File: src/rtl/red_pitaya_xadc_drp_ctrl.sv
// red_pitaya_xadc_drp_ctrl: XADC DRP sequencer and arbiter.
// EOC-triggered result reads always win over software DRP accesses.
module red_pitaya_xadc_drp_ctrl #(
    parameter int TMO = 255
) (
    input  logic        clk_i,
    input  logic        rstn_i,
    input  logic        eoc_i,
    input  logic [4:0]  channel_i,
    output logic        drp_den_o,
    output logic        drp_dwe_o,
    output logic [6:0]  drp_daddr_o,
    output logic [15:0] drp_di_o,
    input  logic [15:0] drp_do_i,
    input  logic        drp_drdy_i,
    input  logic        sw_req_i,
    input  logic        sw_we_i,
    input  logic [6:0]  sw_addr_i,
    input  logic [15:0] sw_wdata_i,
    output logic        sw_busy_o,
    output logic        sw_ack_o,
    output logic        sw_err_o,
    output logic [15:0] sw_rdata_o,
    output logic        smp_vld_o,
    output logic [4:0]  smp_ch_o,
    output logic [11:0] smp_dat_o,
    output logic [15:0] ovr_cnt_o
);

    localparam logic [7:0] TMO_LAST = 8'(TMO - 1);

    typedef enum logic [1:0] {
        IDLE      = 2'd0,
        AUTO_WAIT = 2'd1,
        SW_WAIT   = 2'd2
    } state_t;

    state_t      state_q, state_d;
    logic        auto_pend_q, auto_pend_d;
    logic [4:0]  auto_ch_q, auto_ch_d;
    logic        sw_pend_q, sw_pend_d;
    logic        sw_we_q, sw_we_d;
    logic [6:0]  sw_addr_q, sw_addr_d;
    logic [15:0] sw_wdata_q, sw_wdata_d;
    logic [7:0]  tmo_cnt_q, tmo_cnt_d;
    logic        is_auto_q, is_auto_d;
    logic        den_q, den_d;
    logic        dwe_q, dwe_d;
    logic [6:0]  daddr_q, daddr_d;
    logic [15:0] di_q, di_d;
    logic        sw_ack_q, sw_ack_d;
    logic        sw_err_q, sw_err_d;
    logic [15:0] sw_rdata_q, sw_rdata_d;
    logic        smp_vld_q, smp_vld_d;
    logic [4:0]  smp_ch_q, smp_ch_d;
    logic [11:0] smp_dat_q, smp_dat_d;
    logic [15:0] ovr_cnt_q, ovr_cnt_d;
    logic [1:0]  ovr_inc;
    logic [16:0] ovr_sum;
    logic        in_wait;
    logic        tmo_hit;

    assign in_wait = (state_q != IDLE);
    assign tmo_hit = in_wait && !drp_drdy_i && (tmo_cnt_q == TMO_LAST);

    always_ff @(posedge clk_i) begin
        if (!rstn_i) begin
            state_q     <= IDLE;
            auto_pend_q <= 1'b0;
            auto_ch_q   <= '0;
            sw_pend_q   <= 1'b0;
            sw_we_q     <= 1'b0;
            sw_addr_q   <= '0;
            sw_wdata_q  <= '0;
            tmo_cnt_q   <= '0;
            is_auto_q   <= 1'b0;
            den_q       <= 1'b0;
            dwe_q       <= 1'b0;
            daddr_q     <= '0;
            di_q        <= '0;
            sw_ack_q    <= 1'b0;
            sw_err_q    <= 1'b0;
            sw_rdata_q  <= '0;
            smp_vld_q   <= 1'b0;
            smp_ch_q    <= '0;
            smp_dat_q   <= '0;
            ovr_cnt_q   <= '0;
        end else begin
            state_q     <= state_d;
            auto_pend_q <= auto_pend_d;
            auto_ch_q   <= auto_ch_d;
            sw_pend_q   <= sw_pend_d;
            sw_we_q     <= sw_we_d;
            sw_addr_q   <= sw_addr_d;
            sw_wdata_q  <= sw_wdata_d;
            tmo_cnt_q   <= tmo_cnt_d;
            is_auto_q   <= is_auto_d;
            den_q       <= den_d;
            dwe_q       <= dwe_d;
            daddr_q     <= daddr_d;
            di_q        <= di_d;
            sw_ack_q    <= sw_ack_d;
            sw_err_q    <= sw_err_d;
            sw_rdata_q  <= sw_rdata_d;
            smp_vld_q   <= smp_vld_d;
            smp_ch_q    <= smp_ch_d;
            smp_dat_q   <= smp_dat_d;
            ovr_cnt_q   <= ovr_cnt_d;
        end
    end

    // den_q marks the issue cycle; the FSM is still IDLE while it is high
    always_comb begin
        state_d = state_q;
        unique case (state_q)
            IDLE: begin
                if (den_q) state_d = is_auto_q ? AUTO_WAIT : SW_WAIT;
            end
            AUTO_WAIT, SW_WAIT: begin
                if (drp_drdy_i || tmo_hit) state_d = IDLE;
            end
            default: state_d = IDLE;
        endcase
    end

    always_comb begin
        auto_pend_d = auto_pend_q;
        auto_ch_d   = auto_ch_q;
        sw_pend_d   = sw_pend_q;
        sw_we_d     = sw_we_q;
        sw_addr_d   = sw_addr_q;
        sw_wdata_d  = sw_wdata_q;
        is_auto_d   = is_auto_q;
        den_d       = 1'b0;
        dwe_d       = dwe_q;
        daddr_d     = daddr_q;
        di_d        = di_q;
        sw_ack_d    = 1'b0;
        sw_err_d    = 1'b0;
        sw_rdata_d  = sw_rdata_q;
        smp_vld_d   = 1'b0;
        smp_ch_d    = smp_ch_q;
        smp_dat_d   = smp_dat_q;
        ovr_inc     = 2'd0;

        if (den_q) tmo_cnt_d = '0;
        else if (in_wait && !drp_drdy_i) tmo_cnt_d = tmo_cnt_q + 8'd1;
        else tmo_cnt_d = tmo_cnt_q;

        if (eoc_i) begin
            auto_pend_d = 1'b1;
            auto_ch_d   = channel_i;
            if (auto_pend_q && !(den_q && is_auto_q)) ovr_inc = ovr_inc + 2'd1;
        end else if (den_q && is_auto_q) begin
            auto_pend_d = 1'b0;
        end

        if (sw_req_i && !sw_pend_q) begin
            sw_pend_d  = 1'b1;
            sw_we_d    = sw_we_i;
            sw_addr_d  = sw_addr_i;
            sw_wdata_d = sw_wdata_i;
        end

        if (state_q == AUTO_WAIT) begin
            if (drp_drdy_i) begin
                smp_vld_d = 1'b1;
                smp_ch_d  = daddr_q[4:0];
                smp_dat_d = drp_do_i[15:4];
            end else if (tmo_hit) begin
                ovr_inc = ovr_inc + 2'd1;
            end
        end

        if (state_q == SW_WAIT && (drp_drdy_i || tmo_hit)) begin
            sw_ack_d  = 1'b1;
            sw_pend_d = 1'b0;
            if (tmo_hit) begin
                sw_err_d   = 1'b1;
                sw_rdata_d = '0;
            end else if (!sw_we_q) begin
                sw_rdata_d = drp_do_i;
            end
        end

        if (state_d == IDLE && (auto_pend_d || sw_pend_d)) begin
            den_d     = 1'b1;
            is_auto_d = auto_pend_d;
            if (auto_pend_d) begin
                dwe_d   = 1'b0;
                daddr_d = {2'b00, auto_ch_d};
            end else begin
                dwe_d   = sw_we_d;
                daddr_d = sw_addr_d;
                di_d    = sw_wdata_d;
            end
        end

        ovr_sum   = {1'b0, ovr_cnt_q} + 17'(ovr_inc);
        ovr_cnt_d = ovr_sum[16] ? 16'hFFFF : ovr_sum[15:0];
    end

    assign drp_den_o   = den_q;
    assign drp_dwe_o   = dwe_q;
    assign drp_daddr_o = daddr_q;
    assign drp_di_o    = di_q;
    assign sw_busy_o   = sw_pend_q;
    assign sw_ack_o    = sw_ack_q;
    assign sw_err_o    = sw_err_q;
    assign sw_rdata_o  = sw_rdata_q;
    assign smp_vld_o   = smp_vld_q;
    assign smp_ch_o    = smp_ch_q;
    assign smp_dat_o   = smp_dat_q;
    assign ovr_cnt_o   = ovr_cnt_q;

endmodule

File: config.mk
export PLATFORM = sky130hd
export DESIGN_NAME = red_pitaya_xadc_drp_ctrl
export DESIGN_NICKNAME = d
export VERILOG_FILES = /design/src/rtl/red_pitaya_xadc_drp_ctrl.sv
export SDC_FILE = /design/constraint.sdc
export NUM_CORES = 1
export LEC_CHECK = 0
export BUFFER_PORTS_ARGS = -buffer_cell sky130_fd_sc_hd__buf_2
export CAP_MARGIN = 5
export CORE_UTILIZATION = 50
export CTS_BUF_LIST = sky130_fd_sc_hd__clkbuf_8
export DETAILED_ROUTE_END_ITERATION = 8
export PLACE_DENSITY = 0.72
export SKIP_LAST_GASP = 1
export SLEW_MARGIN = 20
export SYNTH_ARGS = -nofsm -noshare
export SYNTH_HDL_FRONTEND = slang
export SYNTH_SLANG_ARGS = --single-unit
File: constraint.sdc
create_clock -name clk_i -period 5.5 [get_ports clk_i]
set_input_delay 1.1 -clock clk_i [delete_from_list [all_inputs] [get_ports clk_i]]
set_output_delay 1.1 -clock clk_i [all_outputs]
set_load 0.01 [all_outputs]
==> flow_metrics.tcl, run 1 <==
set metrics [dict create \
    r2r_start "state_q[0]" \
    worst-path-max-fanout 14 \
    fmax_mhz 235.8 \
    fin_ws_ns 1.258 \
    clk_latency_ns 0.43 \
    cts_setup_buffers 0 \
    vias_per_cell 5.102 \
    seq_area_frac_synth_pct 47.47 \
    drv_cap 0 \
    ff_latch_area_um2 2382 \
    diodes 0 \
    detail-route-antenna-nets 0 \
    final_util_pct 62.96 \
    reg2reg_depth 15 \
    worstSetupPathType "flop to flop" \
    vdd_drop_max_uv 237.0 \
    total_power_mw 2.327 \
    avgRoutedWirePerCell_um 14.22 \
    cts_root_buffer "clkbuf_8" \
    period_needed_ns 4.242 \
    num_rows 36 \
    drive_above_1_share_pct 28.68 \
    area_growth_syn_to_layout_pct 22.06 \
    final_hold_viol_count 0 \
    clk_pin_slew_ns 0.08 \
    drt_wl_total_um 11160 \
    rrSetupSlack_ns 1.26 \
    p_per_area_nw_per_um2 379.9 \
    grt_max_degree 80 \
    yosysWarnings 0 \
    clock_sinks 119 \
    synth_top_area_share_pct 47.47 \
    ctsHoldBuffers 0 \
    grt_overflow_total 0 \
    synth_edf_count 0 \
    period_share_pct 77.12 \
    ys_ff_latch 119 \
    core_area_um2 9729 \
    hold_depth 2 \
    grt_pass1_vias 3745 \
    cp_data_required_time_ns 5.83 \
    clock_skew_ns 0.01314 \
    leakage_nw 2.749 \
    final_area_um2 6126 \
    fillers 839 \
    status "finished, final reports clean" \
    async_flop_share_pct 0 \
    worst_setup_path_end_kind "flop" \
    synth_fp_nets 579 \
    firstDrtPassIters 4 \
    min_to "drp_daddr_o[6]" \
    final-setup-viol-count 0 \
    pre_cts_ws_ns 0.9219 \
    tns_ns 0 \
    port_buffers 127 \
    final_common_cell "buf_2" \
    ios 128 \
    antenna_found_initial 0 \
    syn_inst 519 \
    cts_buffer_depth 2 \
    synth_cell_types 40 \
    grt_use_total_pct 21.47 \
    finalNetCount 699 \
    fp.dieH_um 102.2 \
    yosys-top-cells-area "dfxtp_1 47%, mux2i_1 7.6%, a21boi_0 7.0%" \
    min_from "drp_daddr_o[6]" \
    tightestPinTransition_ns 0.8684 \
    drtIter0Drc 159 \
    cts_buffers 17 \
    ctsResizeCount 0 \
    synthFlopType "dfxtp_1" \
    final_cell_mix "126 x buf_2, 119 x dfxtp_1, 81 x nand2_1, 47 x a21boi_0, 38 x mux2i_1" \
    dp_hpwl_um 7582 \
    crit_arrival_ns 4.58 \
    cts_tree "built" \
    yosys.area.top_type "dfxtp_1" \
    multiInputGateArea_um2 2465 \
    slew_violations 0 \
    place_area_um2 5717 \
    die_area_um2 10440 \
    netlist_area_um2 5019 \
    min_path_type "flop to flop" \
    start_kind "flop" \
    die_w_um 102.2 \
    gp_congestion 0.7522 \
    slew_headroom_pct 42.10 \
    drc_errors 0 \
    vias 4005 \
    r2r_end "ovr_cnt_o[4]" \
    syn_area_per_cell_um2 9.670 \
    grt_pass1_wl_um 17440 \
    start_util_pct 51.58 \
    htree_levels 4 \
    grt_setup_unrepaired "false" \
]
synth_stat cells (6+ instances only):
master    number
xor2_1         9
a21boi_0      47
ha_1           9
nor2b_1       34
o21ai_0        9
nor2_1        17
mux2_4        10
nand2_1       81
xnor2_1        6
mux2_2         8
nand4_1       21
and2_1        21
inv_1          9
a21oi_1        6
clkbuf_1      27
mux2i_1       38
dfxtp_1      119
nand3_1       13
critical path, cell delays in order, from the launching register on:
cell and delay [ns]:
dfxtp_1 0.42, inv_1 0.12, ha_1 0.28, or3b_1 0.40, or3_1 0.33, inv_1 0.16, ha_1 0.16, mux2_2 0.14
ha_1 0.15, inv_1 0.05, fa_1 0.43, and4b_1 0.31, nand3_1 0.14, nor2_1 0.30, nand3_1 0.44, a21boi_0 0.33
routing by layer:
layer / up-vias / GRT usage (%) / wire length (µm)
met5: - / 0 / 0
met4: 0 / 7.473 / 125
met3: 12 / 6.772 / 676
met2: 125 / 35.47 / 5258
met1: 1858 / 26.43 / 5101
li1: 2010 / - / -
per-stage QoR:
step | instances | hold slack, ns
6_report | 785 | 0.4617
5_1_grt | 785 | 0.4822
4_1_cts | 785 | 0.4674
3_5_place_dp | 753 | 0.4520
3_3_place_gp | 753 | 0.4411
2_1_floorplan | 519 | 0.4585
power breakdown:
part / internal [mW] / switching [mW]
clock network: 0.413 / 0.386
registers: 0.948 / 0.0591
logic: 0.230 / 0.292
total: 1.59 / 0.737
layout make-up:
class	count	share of cell area, %
well taps	133	2.717
repair buffers	132	11.03
multi-input cells	360	40.24
clock buffers	17	3.819
flip-flops and latches	119	38.89
clock inverters	15	2.757
inverters	9	0.5515
worst max-delay path by stage:
stage                from             to  slack [ns]
6_report       state_q[0]   ovr_cnt_o[4]        1.26
5_1_grt        state_q[0]  ovr_cnt_o[13]        0.95
4_1_cts        state_q[0]  ovr_cnt_o[13]        1.35
3_5_place_dp   drp_drdy_i  ovr_cnt_o[13]        0.92
3_3_place_gp   drp_drdy_i   ovr_cnt_o[1]        1.09
2_1_floorplan  drp_drdy_i   ovr_cnt_o[7]        1.36
cells by family (layout without fill, tap and decap cells):
group	Yosys count	in the layout	synth area share [%]
AND/OR/NAND/NOR	207	207	21.07
XOR/XNOR	15	15	2.618
adder cells (fa/ha/maj)	10	10	2.643
buffers and inverters	40	173	3.540
flip-flops	119	119	47.47
AO/OA/AOI/OAI	72	72	10.30
multiplexers	56	56	12.37
flip-flops by register name, indices dropped and copies added, names as in the netlist, 2 cells and up:
register / cells
drp_di_o: 16
auto_ch_q: 5
smp_dat_o: 12
tmo_cnt_q: 8
smp_ch_o: 5
sw_wdata_q: 16
state_q: 2
drp_daddr_o: 7
sw_rdata_o: 16
sw_addr_q: 7
ovr_cnt_o: 16
Note: power is estimated with default switching activity, not from simulation.
==> run 2: changes to the inputs <==
==> constraint.sdc (replaced) <==
create_clock -name clk_i -period 4.25 [get_ports clk_i]
set_input_delay 0.85 -clock clk_i [delete_from_list [all_inputs] [get_ports clk_i]]
set_output_delay 0.85 -clock clk_i [all_outputs]
set_load 0.01 [all_outputs]
==> run 2 against run 1 <==
Compared with the run above:
- die area unchanged
- combinational power rose by 28%
- sequential power is 29% higher
- critical path type unchanged
- critical endpoint is now ovr_cnt_o[0]
==> flow_metrics.tcl, run 2 (same netlist as run 1, synthesis figures left out) <==
set metrics [dict create \
    status "finished, final reports clean" \
    cts_buffers 17 \
    period_needed_ns 3.873 \
    fillers 844 \
    worstSetupPathType "flop to flop" \
    total_power_mw 3.097 \
    clk_pin_slew_ns 0.07 \
    final-setup-viol-count 0 \
    drive_above_1_share_pct 29.10 \
    r2r_start "state_q[0]" \
    critical-path-slowest-cell "dfxtp_1" \
    ctsHoldBuffers 0 \
    num_rows 36 \
    grt_pass1_vias 3679 \
    slew_violations 0 \
    grt_setup_unrepaired "false" \
    drt_wl_total_um 10760 \
    grt_overflow_total 0 \
    r2r_end "ovr_cnt_o[0]" \
    cts_root_buffer "clkbuf_8" \
    path_delay_family "simple AND/OR/NAND/NOR gates" \
    cts_tree "built" \
    clock_sinks 119 \
    drc_errors 0 \
    worst_setup_path_end_kind "flop" \
    slew_headroom_pct 46.47 \
    drv_cap 0 \
    die_area_um2 10440 \
    dp_cells 754 \
    die_w_um 102.2 \
    avgRoutedWirePerCell_um 13.69 \
    gp_congestion 0.7741 \
    fin_ws_ns 0.3765 \
    min_path_type "flop to flop" \
    vias_per_cell 5.059 \
    area_growth_syn_to_layout_pct 23.29 \
    cts_buffer_depth 2 \
    detail-route-antenna-nets 0 \
    final_cells 786 \
    port_buffers 127 \
    vias 3976 \
    antenna_found_initial 0 \
    diodes 0 \
    path_buf_inv 3 \
    final_common_cell "buf_2" \
    dp_hpwl_um 7482 \
    start_kind "flop" \
    clk_latency_ns 0.43 \
    path_cells "inv_1 > ha_1 > or3b_1 > or3_1 > inv_1 > ha_1 > mux2_2 > ha_1 > inv_1 > fa_1 > and4b_1 > nand3_1 > nor2_2 > nand3_2 > a21boi_0" \
    slowest_delay_ns 0.42 \
    htree_levels 4 \
    final_hold_viol_count 0 \
    cp_data_required_time_ns 4.61 \
    grt_use_total_pct 20.89 \
    worst-path-max-fanout 14 \
    crit_arrival_ns 4.23 \
    path_depth 15 \
    pre_cts_ws_ns -0.02617 \
    startpoint "state_q[0]" \
    period_share_pct 91.14 \
    p_per_area_nw_per_um2 500.5 \
    drtIter0Drc 140 \
    ios 128 \
    final_cell_mix "126 x buf_2, 119 x dfxtp_1, 81 x nand2_1, 47 x a21boi_0, 38 x mux2i_1" \
    core_area_um2 9729 \
    reg2reg_depth 15 \
    fmax_mhz 258.2 \
    finalNetCount 700 \
    grt_pass1_wl_um 16840 \
    fp.dieH_um 102.2 \
    clock_skew_ns 0.009725 \
    leakage_nw 2.769 \
    start_util_pct 51.58 \
    rrSetupSlack_ns 0.38 \
    firstDrtPassIters 6 \
    vdd_drop_max_uv 236.7 \
    tightestPinTransition_ns 0.8029 \
    crit_path_end "ovr_cnt_o[0]" \
    grt_max_degree 84 \
]
[run 2: cell types whose count changed in the layout (fill, tap and decap cells not counted), sizes merged]
cell,before,now
inv,14,9
clkinvlp,1,4
buf,132,133
clkinv,7,4
clkbuf,17,20
bufinv,2,4
[run 2: metrics by stage]
| stage | hold WS (ns) | util (%) | instance area [µm²] | setup TNS (ns) |
|---|---|---|---|---|
| final | 0.4581 | 63.59 | 6187 | 0 |
| after global routing | 0.4865 | 63.59 | 6187 | 0 |
| after CTS | 0.4636 | 63.45 | 6173 | 0 |
| after detailed placement | 0.4513 | 58.83 | 5724 | -0.02617 |
| after global placement | 0.4447 | 58.83 | 5724 | 0 |
| after floorplan | 0.4585 | - | 5019 | 0 |
[run 2: timing repair]
action,in CTS,in global routing
buffers inserted,0,0
gates resized for setup,0,2
endpoints found under the setup margin,0,14
[run 2: area by class of cell]
class	instances	area (µm²)	area share, %
Clock buffer	20	275.3	4.449
Inverter	9	33.78	0.5460
Sequential cell	119	2382	38.50
Tap cell	133	166.4	2.690
Multi-Input combinational cell	360	2472	39.96
Timing Repair Buffer	133	683.2	11.04
Clock inverter	12	173.9	2.811
[run 2: worst min path at each step]
| stage | to | start | cells after the start | slack (ns) |
|---|---|---|---|---|
| floorplan | tmo_cnt_q[7] | tmo_cnt_q[7] | 2 | 0.46 |
| detailed placement | drp_daddr_o[6] | drp_daddr_o[6] | 2 | 0.45 |
| finish | drp_dwe_o | drp_dwe_o | 2 | 0.46 |
| global placement | drp_dwe_o | drp_dwe_o | 2 | 0.44 |
| global route | drp_dwe_o | drp_dwe_o | 2 | 0.49 |
| CTS | smp_dat_o[9] | smp_dat_o[9] | 2 | 0.46 |
[run 2: metal layers]
metal	share of wire (%)	vias up	GRT usage (%)
met5	0	-	0
met4	1.3	0	8.462
met3	6.8	18	7.250
met2	48	116	34.64
met1	44	1843	24.73
li1	-	1999	-
[run 2: power by group]
group | total, mW | internal [mW] | switching [mW]
logic | 0.665 | 0.298 | 0.367
clock network | 1.13 | 0.683 | 0.451
registers | 1.30 | 1.23 | 0.0707
[run 2: worst min-delay path, stage by stage (launching register included)]
cell,delay (ns)
dfxtp_1,0.31
nand2_1,0.05
mux2i_1,0.05
==> run 3: changes to the inputs <==
--- a/config.mk
+++ b/config.mk
@@ -11,6 +11,7 @@
 export CTS_BUF_LIST = sky130_fd_sc_hd__clkbuf_8
 export DETAILED_ROUTE_END_ITERATION = 8
 export PLACE_DENSITY = 0.72
+export RECOVER_POWER = 25
 export SKIP_LAST_GASP = 1
 export SLEW_MARGIN = 20
 export SYNTH_ARGS = -nofsm -noshare
==> run 3 against run 2 <==
Compared with the run above:
- the flow now finishes with violations (max-capacitance violations, max-slew violations)
- utilization decreased by 0.19 points
- combinational power is essentially flat
- register-to-register slack barely moved
- non-clock buffer count unchanged
- fmax hardly changed
- first-iteration DRC count up 5.0%
- count of clock-buffer cells in the layout stayed put
- sequential power barely moved
- design area decreased by 0.30%
- die area is the same
- clock power about the same
==> flow_metrics.tcl, run 3 (same netlist as run 1, synthesis figures left out) <==
set metrics [dict create \
    dp_hpwl_um 7482 \
    final_cell_mix "119 x dfxtp_1, 116 x buf_2, 81 x nand2_1, 47 x a21boi_0, 38 x mux2i_1" \
    min_from "drp_dwe_o" \
    num_rows 36 \
    cts_buffer_depth 2 \
    cts_setup_buffers 0 \
    cts_root_buffer "clkbuf_8" \
    port_buffers 127 \
    leakage_nw 2.721 \
    min_path_type "flop to flop" \
    drive_above_1_share_pct 27.41 \
    final_cells 786 \
    drt_wl_total_um 10760 \
    worstSetupPathType "flop to flop" \
    violations "max-capacitance violations, max-slew violations" \
    start_util_pct 51.58 \
    diodes 0 \
    fmax_mhz 258.3 \
    grt_pass1_wl_um 16840 \
    firstDrtPassIters 6 \
    start_kind "flop" \
    area_growth_syn_to_layout_pct 22.91 \
    detail-route-antenna-nets 0 \
    grt_use_total_pct 20.89 \
    slowest_delay_ns 0.42 \
    cp_data_required_time_ns 4.60 \
    gp_congestion 0.7741 \
    die_w_um 102.2 \
    tightestPinTransition_ns 2.703 \
    fillers 850 \
    slew_headroom_pct -80.23 \
    core_area_um2 9729 \
    status "finished with violations" \
    r2r_end "ovr_cnt_o[0]" \
    path_delay_family "simple AND/OR/NAND/NOR gates" \
    clk_latency_ns 0.43 \
    grt_setup_unrepaired "false" \
    multiInputGateArea_um2 2472 \
    reg2reg_depth 15 \
    ctsResizeCount 0 \
    vias 3982 \
    die_area_um2 10440 \
    critical-path-slowest-cell "dfxtp_1" \
    final_hold_viol_count 0 \
    avgRoutedWirePerCell_um 13.68 \
    min_to "drp_dwe_o" \
    clock_skew_ns 0.01030 \
    vias_per_cell 5.066 \
    drc_errors 0 \
    cts_buffers 17 \
    rrSetupSlack_ns 0.38 \
    final-setup-viol-count 0 \
    drtIter0Drc 147 \
    path_buf_inv 3 \
    drv_cap 1 \
    dp_cells 754 \
    final_util_pct 63.40 \
    fp.dieH_um 102.2 \
    grt_pass1_vias 3679 \
    ios 128 \
    clk_pin_slew_ns 0.07 \
    path_cells "inv_1 > ha_1 > or3b_1 > or3_1 > inv_1 > ha_1 > mux2_2 > ha_1 > inv_1 > fa_1 > and4b_1 > nand3_1 > nor2_2 > nand3_2 > a21boi_0" \
    worst-path-max-fanout 14 \
    vdd_drop_max_uv 235.5 \
    finalNetCount 700 \
    cts_tree "built" \
    period_needed_ns 3.872 \
    grt_overflow_total 0 \
    r2r_start "state_q[0]" \
    p_per_area_nw_per_um2 501.5 \
    hold_depth 2 \
    grt_max_degree 84 \
    period_share_pct 91.10 \
    ctsHoldBuffers 0 \
    ff_latch_area_um2 2382 \
    slew_violations 84 \
    final_common_cell "dfxtp_1" \
    antenna_found_initial 0 \
    htree_levels 4 \
    crit_arrival_ns 4.23 \
    worst_setup_path_end_kind "flop" \
    clock_sinks 119 \
]
run 3: cell type report:
class / count / area share [%]
flip-flops and latches: 119 / 38.62
clock buffers: 20 / 4.462
multi-input cells: 360 / 40.08
clock inverters: 12 / 2.819
repair buffers: 133 / 10.77
inverters: 9 / 0.5477
well taps: 133 / 2.698
run 3: stage by stage:
stage               instance area (µm²)  TNS [ns]  hold slack, ns  total power [mW]  worst slack [ns]
floorplan                          5019         0          0.4585             1.787            0.3630
global placement                   5724         0          0.4447             1.964            0.1457
detailed placement                 5724  -0.02617          0.4513             1.990          -0.02617
CTS                                6173         0          0.4636             3.122            0.1402
global route                       6168         0          0.4865             3.253           0.04576
finish                             6168         0          0.4581             3.093            0.3781
run 3: worst max path at each step:
stage / end / from / cells past startpoint / slack, ns
floorplan: ovr_cnt_o[7] / drp_drdy_i / 16 / 0.36
global placement: ovr_cnt_o[1] / drp_drdy_i / 14 / 0.15
detailed placement: ovr_cnt_o[9] / drp_drdy_i / 14 / -0.03
CTS: ovr_cnt_o[1] / state_q[0] / 15 / 0.14
global route: ovr_cnt_o[8] / state_q[0] / 15 / 0.05
finish: ovr_cnt_o[0] / state_q[0] / 15 / 0.38
run 3: layer usage:
metal / up-vias / wire length [µm] / GRT usage [%]
met5: - / 0 / 0
met4: 0 / 162 / 8.462
met3: 20 / 715 / 7.250
met2: 113 / 5165 / 34.64
met1: 1849 / 4713 / 24.73
li1: 2000 / - / -
run 3: worst min-delay path: stages, from the launching register on:
cell and delay, ns:
dfxtp_1 0.31, nand2_1 0.05, mux2i_1 0.05
run 3: report_power, final:
part           total [mW]  switching [mW]  internal (mW)
registers            1.30          0.0710           1.23
clock network        1.13           0.448          0.683
logic               0.663           0.367          0.297
